## src/rtl/pll_led_pkg.sv

```systemverilog
`default_nettype none
// ============================================================================
// Module      : pll_led_pkg
// Description : Shared state encoding for the PLL-driven LED breather.
// Revision    : 1.0 - initial release
// ============================================================================
package pll_led_pkg;

  localparam int STATE_W = 3;

  typedef enum logic [STATE_W-1:0] {
    LOCKWAIT  = 3'd0,
    RAMP_UP   = 3'd1,
    HOLD_HIGH = 3'd2,
    RAMP_DOWN = 3'd3,
    HOLD_LOW  = 3'd4
  } state_t;

endpackage
`default_nettype wire

```

## src/rtl/pll_lock_qualifier.sv

```systemverilog
`default_nettype none
// ============================================================================
// Module      : pll_lock_qualifier
// Description : Synchronises the asynchronous PLL LOCK into the clk domain and
//               asserts locked once it has been high for LOCK_CYCLES cycles.
// Revision    : 1.0 - initial release
// ============================================================================
module pll_lock_qualifier #(
  parameter int LOCK_CYCLES = 1024
) (
  input  logic clk,
  input  logic resetn,
  input  logic pll_lock,
  output logic locked
);

  localparam int c_cnt_w = $clog2(LOCK_CYCLES + 1);
  localparam logic [c_cnt_w-1:0] c_cnt_max = c_cnt_w'(LOCK_CYCLES);

  logic               r_sync1;
  logic               r_sync2;
  logic [c_cnt_w-1:0] r_lock_cnt;

  // Two-flop synchroniser for the asynchronous lock input.
  always_ff @(posedge clk or negedge resetn) begin
    if (!resetn) begin
      r_sync1 <= 1'b0;
      r_sync2 <= 1'b0;
    end else begin
      r_sync1 <= pll_lock;
      r_sync2 <= r_sync1;
    end
  end

  // Saturating count of consecutive synchronised-lock-high cycles.
  always_ff @(posedge clk or negedge resetn) begin
    if (!resetn) begin
      r_lock_cnt <= '0;
    end else if (!r_sync2) begin
      r_lock_cnt <= '0;
    end else if (r_lock_cnt != c_cnt_max) begin
      r_lock_cnt <= r_lock_cnt + 1'b1;
    end
  end

  // Gating with the synchronised level drops locked in the same cycle the
  // synchronised lock falls, rather than one cycle later when the count clears.
  assign locked = r_sync2 && (r_lock_cnt == c_cnt_max);

endmodule
`default_nettype wire

```

## src/rtl/pll_led_breather.sv

```systemverilog
`default_nettype none
// ============================================================================
// Module      : pll_led_breather
// Description : Waits for a qualified PLL lock, then drives the LED with a
//               breathing PWM pattern (ramp up, hold, ramp down, hold).
// Revision    : 1.0 - initial release
// ============================================================================
module pll_led_breather
  import pll_led_pkg::*;
#(
  parameter int PWM_BITS    = 8,
  parameter int PRESCALE    = 46875,
  parameter int HOLD_STEPS  = 64,
  parameter int LOCK_CYCLES = 1024
) (
  input  logic                clk,
  input  logic                resetn,
  input  logic                pll_lock,
  input  logic                enable,
  output logic                led,
  output logic [PWM_BITS-1:0] duty,
  output logic [STATE_W-1:0]  state
);

  localparam int c_presc_w = (PRESCALE > 1) ? $clog2(PRESCALE) : 1;
  localparam int c_hold_w  = (HOLD_STEPS > 1) ? $clog2(HOLD_STEPS) : 1;
  localparam logic [c_presc_w-1:0] c_presc_last = c_presc_w'(PRESCALE - 1);
  localparam logic [c_hold_w-1:0]  c_hold_last  = c_hold_w'(HOLD_STEPS - 1);
  localparam logic [PWM_BITS-1:0]  c_duty_max   = '1;

  state_t                r_state;
  state_t                w_state_nx;
  logic [PWM_BITS-1:0]   r_duty;
  logic [PWM_BITS-1:0]   w_duty_nx;
  logic [c_presc_w-1:0]  r_presc;
  logic [c_presc_w-1:0]  w_presc_nx;
  logic [c_hold_w-1:0]   r_hold;
  logic [c_hold_w-1:0]   w_hold_nx;
  logic [PWM_BITS-1:0]   r_pwm_cnt;
  logic                  r_led;
  logic                  w_locked;
  logic                  w_run;
  logic                  w_tick;

  pll_lock_qualifier #(
    .LOCK_CYCLES (LOCK_CYCLES)
  ) u_lock_qual (
    .clk      (clk),
    .resetn   (resetn),
    .pll_lock (pll_lock),
    .locked   (w_locked)
  );

  assign w_run  = enable && (r_state != LOCKWAIT);
  assign w_tick = w_run && (r_presc == c_presc_last);

  // State, duty, prescaler and hold counter registers.
  always_ff @(posedge clk or negedge resetn) begin
    if (!resetn) begin
      r_state <= LOCKWAIT;
      r_duty  <= '0;
      r_presc <= '0;
      r_hold  <= '0;
    end else begin
      r_state <= w_state_nx;
      r_duty  <= w_duty_nx;
      r_presc <= w_presc_nx;
      r_hold  <= w_hold_nx;
    end
  end

  // Next-state logic: lock loss beats everything, enable=0 freezes, and
  // state/duty/hold only advance on a step tick.
  always_comb begin
    w_state_nx = r_state;
    w_duty_nx  = r_duty;
    w_presc_nx = r_presc;
    w_hold_nx  = r_hold;

    if (r_state == LOCKWAIT) begin
      w_duty_nx  = '0;
      w_presc_nx = '0;
      w_hold_nx  = '0;
      if (w_locked) begin
        w_state_nx = RAMP_UP;
      end
    end else if (!w_locked) begin
      w_state_nx = LOCKWAIT;
      w_duty_nx  = '0;
      w_presc_nx = '0;
      w_hold_nx  = '0;
    end else if (enable) begin
      w_presc_nx = w_tick ? '0 : r_presc + 1'b1;
      if (w_tick) begin
        case (r_state)
          RAMP_UP: begin
            if (r_duty == c_duty_max) begin
              w_state_nx = HOLD_HIGH;
              w_hold_nx  = '0;
            end else begin
              w_duty_nx = r_duty + 1'b1;
            end
          end
          HOLD_HIGH: begin
            if (r_hold == c_hold_last) begin
              w_state_nx = RAMP_DOWN;
              w_hold_nx  = '0;
            end else begin
              w_hold_nx = r_hold + 1'b1;
            end
          end
          RAMP_DOWN: begin
            if (r_duty == '0) begin
              w_state_nx = HOLD_LOW;
              w_hold_nx  = '0;
            end else begin
              w_duty_nx = r_duty - 1'b1;
            end
          end
          HOLD_LOW: begin
            if (r_hold == c_hold_last) begin
              w_state_nx = RAMP_UP;
              w_hold_nx  = '0;
            end else begin
              w_hold_nx = r_hold + 1'b1;
            end
          end
          default: begin
            w_state_nx = LOCKWAIT;
            w_duty_nx  = '0;
            w_presc_nx = '0;
            w_hold_nx  = '0;
          end
        endcase
      end
    end
  end

  // Free-running PWM counter, independent of state and enable.
  always_ff @(posedge clk or negedge resetn) begin
    if (!resetn) begin
      r_pwm_cnt <= '0;
    end else begin
      r_pwm_cnt <= r_pwm_cnt + 1'b1;
    end
  end

  // Registered PWM compare; one cycle behind the counter.
  always_ff @(posedge clk or negedge resetn) begin
    if (!resetn) begin
      r_led <= 1'b0;
    end else begin
      r_led <= enable && (r_state != LOCKWAIT) && (r_pwm_cnt < r_duty);
    end
  end

  assign led   = r_led;
  assign duty  = r_duty;
  assign state = r_state;

endmodule
`default_nettype wire

```

## config.mk

```make
export PLATFORM = sky130hd
export DESIGN_NAME = pll_led_breather
export DESIGN_NICKNAME = d
export VERILOG_FILES = /design/src/rtl/pll_led_pkg.sv /design/src/rtl/pll_lock_qualifier.sv /design/src/rtl/pll_led_breather.sv
export SDC_FILE = /design/constraint.sdc
export NUM_CORES = 1
export LEC_CHECK = 0
export ABC_AREA = 1
export CORE_AREA = 2 2 82 84
export CTS_BUF_LIST = sky130_fd_sc_hd__clkbuf_4 sky130_fd_sc_hd__clkbuf_8
export DETAILED_ROUTE_END_ITERATION = 10
export DIE_AREA = 0 0 84 86
export PLACE_DENSITY_LB_ADDON = 0.3
export SKIP_CTS_REPAIR_TIMING = 1
export SYNTH_ARGS = -nofsm -noshare
export SYNTH_HDL_FRONTEND = slang
export SYNTH_SLANG_ARGS = --single-unit
export TNS_END_PERCENT = 50
```

## constraint.sdc

```tcl
create_clock -name clk -period 2.8 [get_ports clk]
set_clock_uncertainty 0.1 [all_clocks]
set_input_delay 0.56 -clock clk [delete_from_list [all_inputs] [get_ports clk]]
set_output_delay 0.56 -clock clk [all_outputs]
set_load 0.05 [all_outputs]
```

==> metrics.md <==
| Metric | Value |
|---|---|
| HPWL after detailed placement | 5210 um |
| Pre-CTS setup slack | roughly 0.52 ns |
| Final min period | between 2 and 2.5 ns |
| Initial Util | 55.6% |
| Worst Slack Setup Final | 0.457 ns |
| DP Area | around 3700 um2 |
| IO Pins | 16 |
| Commonest non-fill, non-tap cells in the layout | nand2_1 (108), inv_1 (64), dfrtp_1 (55) |
| Clock sink count | 55 |
| Diode count | 0 |
| Routed WL | 6930 um |
| Clk slew on worst S/H paths | about 0.09 ns |
| Max Fclk | between 400 and 500 MHz |
| Leak pwr | 1.88 nW |
| Worst setup path class | flop to primary output |
| Met3 Use GR | 2.98% |
| Run status | completed |
| Slowest cell on crit path | clkdlybuf4s50_1 |
| Critical Path Start Type | flop |
| RSZ-0062 raised after global routing | false |
| TritonCTS clock tree | built |
| Post-route ant nets | 0 |
| WP data required | 2.14 ns |
| Fin. max-slew vios | 0 |
| Rows | 29 |
| Vias in the first global route | 2870 |
| Clk pwr share | 37.0% |
| Combinational group share of total power | 3.1% |
| Worst R2R End | duty[5]$_DFFE_PN0P_ |
| Synth unique cells | 34 |
| CP startpoint | duty[7]$_DFFE_PN0P_ |
| Hold Vio Cnt, Final | 0 |
| Vias | 3001 |
| Worst setup EP type | primary output |
| GR met1 Demand/Resource | 26.1% |
| Top delay family on crit path | buffers and inverters |
| DR pass1 iterations | 5 |
| Post-Syn Nets | 493 |
| Critical Path AT | 1.68 ns |
| Synthesized area | 3490 um2 |
| Gr ovfl total | 0 |
| Avg Cell Area, Syn | 7.44 um2 |
| Post-Synthesis Cells | roughly 470 |
| PwrDens | 351 nW/um2 |
| Reg2reg path depth | 10 |
| Most used routing layer | met2 |
| Post-synthesis sequential area ratio | 39.5% |
| Layout area overhead | 9.62% |
| Die Ht | 86 um |
| Psw | approximately 0.29 mW |
| Internal Power | 1.05 mW |
| Commonest non-fill, non-tap cell in the layout | nand2_1 |
| HP Class | primary input to async pin |
| Crit path buf inv count | 1 |
| Clk_lat worst skew | 0.31 ns |
| FF-to-FF Start | state[2]$_DFFE_PN0P_ |
| GP Congestion | 0.868 |
| Crit path to | duty[7] |
| Slack of the worst reg-to-reg path | 0.53 ns |
| Tcrit/Tclk final | 83.7% |
| Cell chain of the critical path | clkdlybuf4s50_1 |
| Seq cells post-synth | 55 |
| Initial antenna violation count | 0 |
| Initial DRC count | 189 |
| Final setup viols | 0 |
| Reg power frac | between 60% and 70% |
| Setup TNS | 0 ns |
| First-pass GRT wire length | 12400 um |
| Root Buffer | clkbuf_8 |
| Die width | between 80 and 90 um |
| Clock Path Buffers | 2 |
| H-tree Lvls | 2 |
| GRT Util Overall | approximately a fifth |
| DRC violation count after routing | 0 |
| Worst slew pin tran | 0.670 ns |
| Worst path depth | 1 |
| IO buf count | 15 |
| Fin cells | 567 |
| Share of layout cells above drive strength 1 | 9.59% |
| Drt wl/cell | 12.2 um |
| Final #Nets | between 500 and 600 |
| Worst Path Max Fanout | 6 |
| Met2 usage | between 30% and 40% |
| DP Cell Count | 559 |
| Die area | 7220 um2 |
| Slew HR | 55.3% |
| Net Sw Frac | a little over a fifth |
| MaxCap Viol Count | 0 |
| Core Area | around 6300 um2 |
| Num CTS Buffers | 5 |
| Largest net degree at the start of global routing | 32 |
| VDD IR max | 0.000251 V |
| Syn. warnings | 0 |
| Vias/cell | 5.29 |
| Pwr Total | approximately 1.3 mW |
| CP peak stage delay | 0.87 ns |
| Cell area after layout | between 3000 and 4000 um2 |
## power by group through the flow
stage	registers, mW	clock network, mW	logic, mW
2_1_floorplan	0.817	0	0.0197
3_3_place_gp	0.820	0	0.0414
3_5_place_dp	0.819	0	0.0430
4_1_cts	0.804	0.506	0.0431
5_1_grt	0.805	0.541	0.0484
6_report	0.804	0.496	0.0413
## per-stage QoR
| step | utilization, % | hold slack [ns] |
|---|---|---|
| 2_1_floorplan | - | 0.164 |
| 6_report | 60.9 | 0.172 |
| 5_1_grt | 60.9 | 0.223 |
| 3_5_place_dp | 59.2 | 0.248 |
| 3_3_place_gp | 59.2 | 0.239 |
| 4_1_cts | 60.9 | 0.196 |
## flip-flops by register name, summed over array words and instances, names as in the netlist
name / count
duty: 8
led: 1
r_hold: 6
r_presc: 16
r_pwm_cnt: 8
state: 3
u_lock_qual.r_lock_cnt: 11
u_lock_qual.r_sync1: 1
u_lock_qual.r_sync2: 1
## layer usage
| layer | routed length (um) | vias up |
|---|---|---|
| li1 | - | 1535 |
| met3 | 262 | 8 |
| met1 | 3240 | 1399 |
| met5 | 0 | - |
| met2 | 3350 | 59 |
| met4 | 84 | 0 |
## synth_stat cells, drive strengths merged
cell type	instances	area, um2
a211oi	1	7.51
a21o	2	15.0
a21oi	19	95.1
a22oi	1	7.51
a31oi	6	37.5
buf	3	21.3
clkbuf	1	3.75
clkinv	2	13.8
dfrtp	55	1380
fa	1	20.0
ha	19	238
inv	78	293
nand2	114	448
nand3	39	205
nand3b	1	7.51
nand4	14	93.8
nor2	61	288
nor3	9	50.1
o21ai	29	145
o21bai	1	7.51
xnor2	7	61.3
xor2	6	52.6
## final cells by class
cell class | instances | area [um2]
Fill cell | 578 | 2450
Multi-Input combinational cell | 330 | 1780
Sequential cell | 55 | 1380
Inverter | 80 | 307
Timing Repair Buffer | 17 | 160
Clock buffer | 8 | 104
Tap cell | 77 | 96.3
## worst min path at each step
stage	startpoint	cells past startpoint	to	slack, ns
6_report	resetn	1	r_presc[12]$_DFFE_PN0N_	0.17
5_1_grt	resetn	1	r_presc[7]$_DFFE_PN0N_	0.22
4_1_cts	resetn	1	r_presc[12]$_DFFE_PN0N_	0.20
3_5_place_dp	u_lock_qual.r_sync1$_DFF_PN0_	0	u_lock_qual.r_sync2$_DFF_PN0_	0.25
3_3_place_gp	u_lock_qual.r_sync1$_DFF_PN0_	0	u_lock_qual.r_sync2$_DFF_PN0_	0.24
2_1_floorplan	resetn	0	duty[0]$_DFFE_PN0P_	0.16
## cells by family after synthesis
family,Yosys count,synth area share [%]
AO/OA/AOI/OAI,59,9.04
buffers and inverters,84,9.51
flip-flops,55,39.5
XOR/XNOR,13,3.27
AND/OR/NAND/NOR,238,31.3
adder cells (fa/ha/maj),20,7.39
(Power assumes the default switching activity.)
